`src/rtl/cvif_pkg.sv`:
```
// Shared types and widths for the CVIF read weighted round-robin arbiter.
package cvif_pkg;
  localparam int OS_CNT_W = 9;
  localparam int WEIGHT_W = 8;

  typedef enum logic {
    SEL   = 1'b0,
    GRANT = 1'b1
  } arb_state_e;
endpackage

```
`src/rtl/nv_nvdla_cvif_rr_pick.sv`:
```
// Combinational find-first over a request mask, starting at `start` and wrapping.
module nv_nvdla_cvif_rr_pick #(
  parameter int NUM   = 4,
  parameter int IDX_W = (NUM > 1) ? $clog2(NUM) : 1
) (
  input  logic [NUM-1:0]   req,
  input  logic [IDX_W-1:0] start,
  output logic             hit,
  output logic [IDX_W-1:0] idx
);
  logic [IDX_W-1:0] j;

  // Walk offsets high to low so the nearest requester to `start` is written last.
  always_comb begin
    hit = 1'b0;
    idx = '0;
    j   = '0;
    for (int k = NUM - 1; k >= 0; k--) begin
      j = IDX_W'((int'(start) + k) % NUM);
      if (req[j]) begin
        hit = 1'b1;
        idx = j;
      end
    end
  end
endmodule

```
`src/rtl/nv_nvdla_cvif_rd_wrr_arb.sv`:
```
// Weighted round-robin arbiter for CVIF read requests with an outstanding-read
// limit and a single registered output slot toward the memory interface.
module nv_nvdla_cvif_rd_wrr_arb
  import cvif_pkg::*;
#(
  parameter int NUM_CLIENTS = 4,
  parameter int PD_W        = 79,
  parameter int ID_W        = 2
) (
  input  logic                            nvdla_core_clk,
  input  logic                            nvdla_core_rstn,
  input  logic [NUM_CLIENTS-1:0]          client_req_valid,
  output logic [NUM_CLIENTS-1:0]          client_req_ready,
  input  logic [NUM_CLIENTS*PD_W-1:0]     client_req_pd,
  input  logic [NUM_CLIENTS*WEIGHT_W-1:0] reg2dp_rd_weight,
  input  logic [7:0]                      reg2dp_rd_os_cnt,
  output logic                            arb2mc_req_valid,
  input  logic                            arb2mc_req_ready,
  output logic [ID_W+PD_W-1:0]            arb2mc_req_pd,
  input  logic                            mc2arb_rsp_done,
  output logic                            dp2reg_idle
);
  localparam int IDX_W = $clog2(NUM_CLIENTS);

  logic [NUM_CLIENTS-1:0][WEIGHT_W-1:0] weight;
  logic [NUM_CLIENTS-1:0][PD_W-1:0]     pd;
  logic [NUM_CLIENTS-1:0]               req_mask;
  arb_state_e                           state, state_nxt;
  logic [IDX_W-1:0]                     cur, start, pick_idx;
  logic [WEIGHT_W-1:0]                  credit;
  logic [OS_CNT_W-1:0]                  os_cnt, os_lim;
  logic                                 pick_hit, slot_free, os_ok, accept, rsp_eff;

  assign weight = reg2dp_rd_weight;
  assign pd     = client_req_pd;

  // Zero-weight clients are invisible to the scan.
  always_comb begin
    for (int i = 0; i < NUM_CLIENTS; i++)
      req_mask[i] = client_req_valid[i] & (weight[i] != '0);
  end

  assign start     = (cur == IDX_W'(NUM_CLIENTS - 1)) ? '0 : cur + 1'b1;
  assign slot_free = !arb2mc_req_valid | arb2mc_req_ready;
  assign os_lim    = {1'b0, reg2dp_rd_os_cnt} + OS_CNT_W'(1);
  assign os_ok     = os_cnt < os_lim;
  assign accept    = client_req_valid[cur] & client_req_ready[cur];
  assign rsp_eff   = mc2arb_rsp_done & (os_cnt != '0);

  nv_nvdla_cvif_rr_pick #(.NUM(NUM_CLIENTS), .IDX_W(IDX_W)) u_pick (
    .req   (req_mask),
    .start (start),
    .hit   (pick_hit),
    .idx   (pick_idx)
  );

  always_ff @(posedge nvdla_core_clk or negedge nvdla_core_rstn) begin
    if (!nvdla_core_rstn) state <= SEL;
    else                  state <= state_nxt;
  end

  always_comb begin
    state_nxt = state;
    case (state)
      SEL:   if (pick_hit) state_nxt = GRANT;
      GRANT: if (!client_req_valid[cur] || weight[cur] == '0 ||
                 (accept && credit == WEIGHT_W'(1)))
               state_nxt = SEL;
      default: state_nxt = SEL;
    endcase
  end

  always_comb begin
    client_req_ready = '0;
    if (state == GRANT && credit != '0 && slot_free && os_ok && weight[cur] != '0)
      client_req_ready[cur] = 1'b1;
  end

  // Credit is reloaded from the live weight only when a new grant is chosen.
  always_ff @(posedge nvdla_core_clk or negedge nvdla_core_rstn) begin
    if (!nvdla_core_rstn) begin
      cur    <= '0;
      credit <= '0;
    end else if (state == SEL && pick_hit) begin
      cur    <= pick_idx;
      credit <= weight[pick_idx];
    end else if (accept) begin
      credit <= credit - 1'b1;
    end
  end

  always_ff @(posedge nvdla_core_clk or negedge nvdla_core_rstn) begin
    if (!nvdla_core_rstn)        os_cnt <= '0;
    else if (accept && !rsp_eff) os_cnt <= os_cnt + 1'b1;
    else if (!accept && rsp_eff) os_cnt <= os_cnt - 1'b1;
  end

  always_ff @(posedge nvdla_core_clk or negedge nvdla_core_rstn) begin
    if (!nvdla_core_rstn) begin
      arb2mc_req_valid <= 1'b0;
      arb2mc_req_pd    <= '0;
    end else if (slot_free) begin
      arb2mc_req_valid <= accept;
      if (accept) arb2mc_req_pd <= {ID_W'(cur), pd[cur]};
    end
  end

  always_ff @(posedge nvdla_core_clk or negedge nvdla_core_rstn) begin
    if (!nvdla_core_rstn) dp2reg_idle <= 1'b1;
    else dp2reg_idle <= !(|client_req_valid) & !arb2mc_req_valid & (os_cnt == '0);
  end

  a_rsp_underflow: assert property (@(posedge nvdla_core_clk) disable iff (!nvdla_core_rstn)
    !(mc2arb_rsp_done && os_cnt == '0));
endmodule

```
`config.mk`:
```
export PLATFORM = sky130hd
export DESIGN_NAME = nv_nvdla_cvif_rd_wrr_arb
export DESIGN_NICKNAME = d
export VERILOG_FILES = /design/src/rtl/cvif_pkg.sv /design/src/rtl/nv_nvdla_cvif_rr_pick.sv /design/src/rtl/nv_nvdla_cvif_rd_wrr_arb.sv
export SDC_FILE = /design/constraint.sdc
export NUM_CORES = 1
export LEC_CHECK = 0
export CAP_MARGIN = 0
export CORE_AREA = 2 2 173 175
export DETAILED_ROUTE_END_ITERATION = 8
export DIE_AREA = 0 0 175 177
export SETUP_SLACK_MARGIN = 0.5
export SYNTH_ARGS = -nofsm -noshare
export SYNTH_HDL_FRONTEND = slang
export SYNTH_HIERARCHICAL = 1
export SYNTH_SLANG_ARGS = --single-unit
```
`constraint.sdc`:
```
create_clock -name nvdla_core_clk -period 6.6 [get_ports nvdla_core_clk]
set_clock_uncertainty 0.2 [all_clocks]
set_input_delay 0.99 -clock nvdla_core_clk [delete_from_list [all_inputs] [get_ports nvdla_core_clk]]
set_output_delay 0.99 -clock nvdla_core_clk [all_outputs]
set_load 0.02 [all_outputs]
```
==> metrics.cfg <==
[critical_path]
start_kind = primary input
critPathBufInv = 3
arrival_ps = 5430
path_cells = clkdlybuf4s50_1 -> ha_1 -> nand3_1 -> xor2_1 -> ha_1 -> a21boi_0 -> o31ai_1 -> and2_1 -> nand2_8 -> inv_4 -> ha_1 -> inv_1 -> ha_1 -> nor2b_1 -> o21a_1 -> o21ai_1 -> a21oi_1 -> o21a_1 -> a211o_1
r2r_slack_ps = 1390
crit_family = compound AO/OA/AOI/OAI gates
crit_required_ps = 6630
cpPeakStageDelay_ps = 520
critPathKind = in -> reg
path_max_fanout = 8
setup.worst_path.end_class = register
crit_top_cell = ha_1
cpMaxStageDelayCell = clkdlybuf4s50_1

[routing]
drcViolationCount = 0
first_pass_iters = 4
vias = 6579
drt_iter0_markers = 349
ant_nets = 0
via_per_inst = 4.80
drt_wl_total_mm = 30.3
routedWlPerCell_um = 22.1

[synthesis]
avgSynthCellArea_um2 = 14.0
synth_cell_types = 62
ys_seq_area_share_pct = 34.3
synth_edf_count = 0
synthArstFlopShare_pct = 100
synthesis.nets = 925
syn_area_um2 = 7510
synth_warnings = 6
synthFlopType = dfrtp_1
synth-seq-cells = 103
syn_inst = 536

[min_path]
holdCritPathClass = reg -> reg

[timing]
timing.final.ws_setup_ps = 1200
max_freq_mhz = 185
rsz0062_at_grt = false
tightestPinTransition_ps = 1070
min_period_ps = 5400
slew_headroom_pct = 28.5
hold_ws_ps = 286
setup_viol = 0
setup-tns-final_ps = 0
drv_slew = 0
fin_crit_sh_pct = 81.8
hold_viol = 0

[placement]
gp_congestion = 0.814
port_buffers = 450
dp.cells = 1347
place_area_um2 = 12300
preCtsSetupSlack_ps = 835
dp_hpwl_mm = 24.6

[pwr]
p_leak_nw = 4.83
ir_worst_vdd_mv = 0.145
power_density_nw_per_um2 = 386
p_total_mw = 4.89

[global_routing]
grt_use_total_pct = 19.1
antenna_found_initial = 12
grt_max_degree = 57
grt_pass1_wl_mm = 44.2
grt_pass1_vias = 6974
grt-ovfl-total = 0

[layout]
drive_gt1_share_pct = 18.0
layout.nets = 1357
final_cell_area_um2 = 12600
final_core_util_pct = 43.2
final_cells = 1370
syn_to_final_growth_pct = 68.4

[floorplanning]
start_util_pct = 25.7
die_area_um2 = 31000
die_x_um = 175
coreArea_um2 = 29200
io_pins = 451
rows = 63
chipHeight_um = 177

[clocking]
cts_sinks = 103
post_cts_buffers = 0
htreeDepth = 3
clk_pin_slew_ps = 70
insertion_delay_ps = 340
cts_made_buffers = 9
cts_hold_buf = 0
cts_max_path_buffers = 2
cts_resized = 0
cts_tree = built
cts-root-buf = clkbuf_16

[status]
status = finished, final reports clean

[flow_run]
max_cap_viol_count = 0

## cell families (layout without fill, tap and decap cells)
kind of cell / Yosys count / in the layout / synth area share [%]
AO/OA/AOI/OAI: 59 / 59 / 5.46
XOR/XNOR: 11 / 11 / 1.28
adder cells (fa/ha/maj): 25 / 25 / 4.27
buffers and inverters: 49 / 485 / 4.17
flip-flops: 103 / 103 / 34.3
multiplexers: 173 / 173 / 42.0
other: 0 / 8 / 0
AND/OR/NAND/NOR: 116 / 116 / 8.53
## cells in the final DEF, fill, tap and decap left out, types with 7 or more instances in the layout
master | synthesis | layout
a21oi_1 | 13 | 13
and2_1 | 9 | 9
buf_4 | 2 | 7
clkbuf_16 | 0 | 9
clkdlybuf4s50_1 | 0 | 449
dfrtp_1 | 102 | 100
diode_2 | 0 | 8
ha_1 | 24 | 24
inv_1 | 12 | 12
mux2_1 | 24 | 24
mux2_4 | 55 | 55
mux4_2 | 89 | 89
nand2_1 | 27 | 27
nand3_1 | 8 | 8
nor2_1 | 17 | 17
nor3_1 | 10 | 10
nor4_1 | 10 | 10
o21ai_0 | 10 | 10
## cell usage after synthesis, types with 5 or more instances
master    number  area [um^2]
mux2i_1        5         50.1
nor2_1        17         63.8
nand2b_1       6         37.5
ha_1          24          300
buf_1          6         22.5
mux2_1        24          270
mux4_2        89         2000
clkbuf_1      17         63.8
nand4_1        6         37.5
nand2_1       27          101
inv_1         12         45.0
and2_1         9         56.3
o211ai_1       5         37.5
xor2_1         6         52.6
o21ai_0       10         50.1
buf_12         6          120
nand3_1        8         40.0
dfrtp_1      102         2550
xnor2_1        5         43.8
nor4_1        10         62.6
mux2_4        55          826
nor3_1        10         50.1
a21oi_1       13         65.1
## routing by layer
metal / vias to the layer above / wire length, um / track usage [%]
li1: 3003 / - / -
met1: 3299 / 12700 / 24.3
met2: 251 / 15000 / 31.5
met3: 20 / 2310 / 6.08
met4: 6 / 250 / 5.21
met5: - / 36 / 0
## path summary, 6_finish.rpt
path	start	endpoint	depth (start not counted)
setup reg to reg	cur[0]	os_cnt[8]	16
max in group asynchronous	nvdla_core_rstn	arb2mc_req_pd[23]	2
hold reg to reg	arb2mc_req_pd[9]	arb2mc_req_pd[9]	1
min in group asynchronous	nvdla_core_rstn	os_cnt[0]	1
setup / recovery	reg2dp_rd_os_cnt[0]	os_cnt[8]	19
hold / removal	arb2mc_req_pd[9]	arb2mc_req_pd[9]	1
## layout make-up
| class | count | area (um^2) |
|---|---|---|
| diodes | 8 | 20.0 |
| clock buffers | 11 | 253 |
| clock inverters | 4 | 77.6 |
| fillers | 2738 | 16600 |
| inverters | 14 | 55.1 |
| multi-input cells | 384 | 4620 |
| flip-flops and latches | 103 | 2590 |
| well taps | 390 | 488 |
| repair buffers | 456 | 4550 |
## where the power goes
part	internal, mW	leakage [nW]	switching (mW)
Sequential	0.945	1.25	0.336
Combinational	1.70	3.42	1.30
Clock	0.354	0.162	0.256
Total	3.00	4.83	1.89
## registers in the layout (all words and copies together), names as in the netlist
name / cells
arb2mc_req_valid: 1
cur: 2
dp2reg_idle: 1
os_cnt: 9
credit: 8
arb2mc_req_pd: 81
state: 1
(Power assumes the default switching activity.)
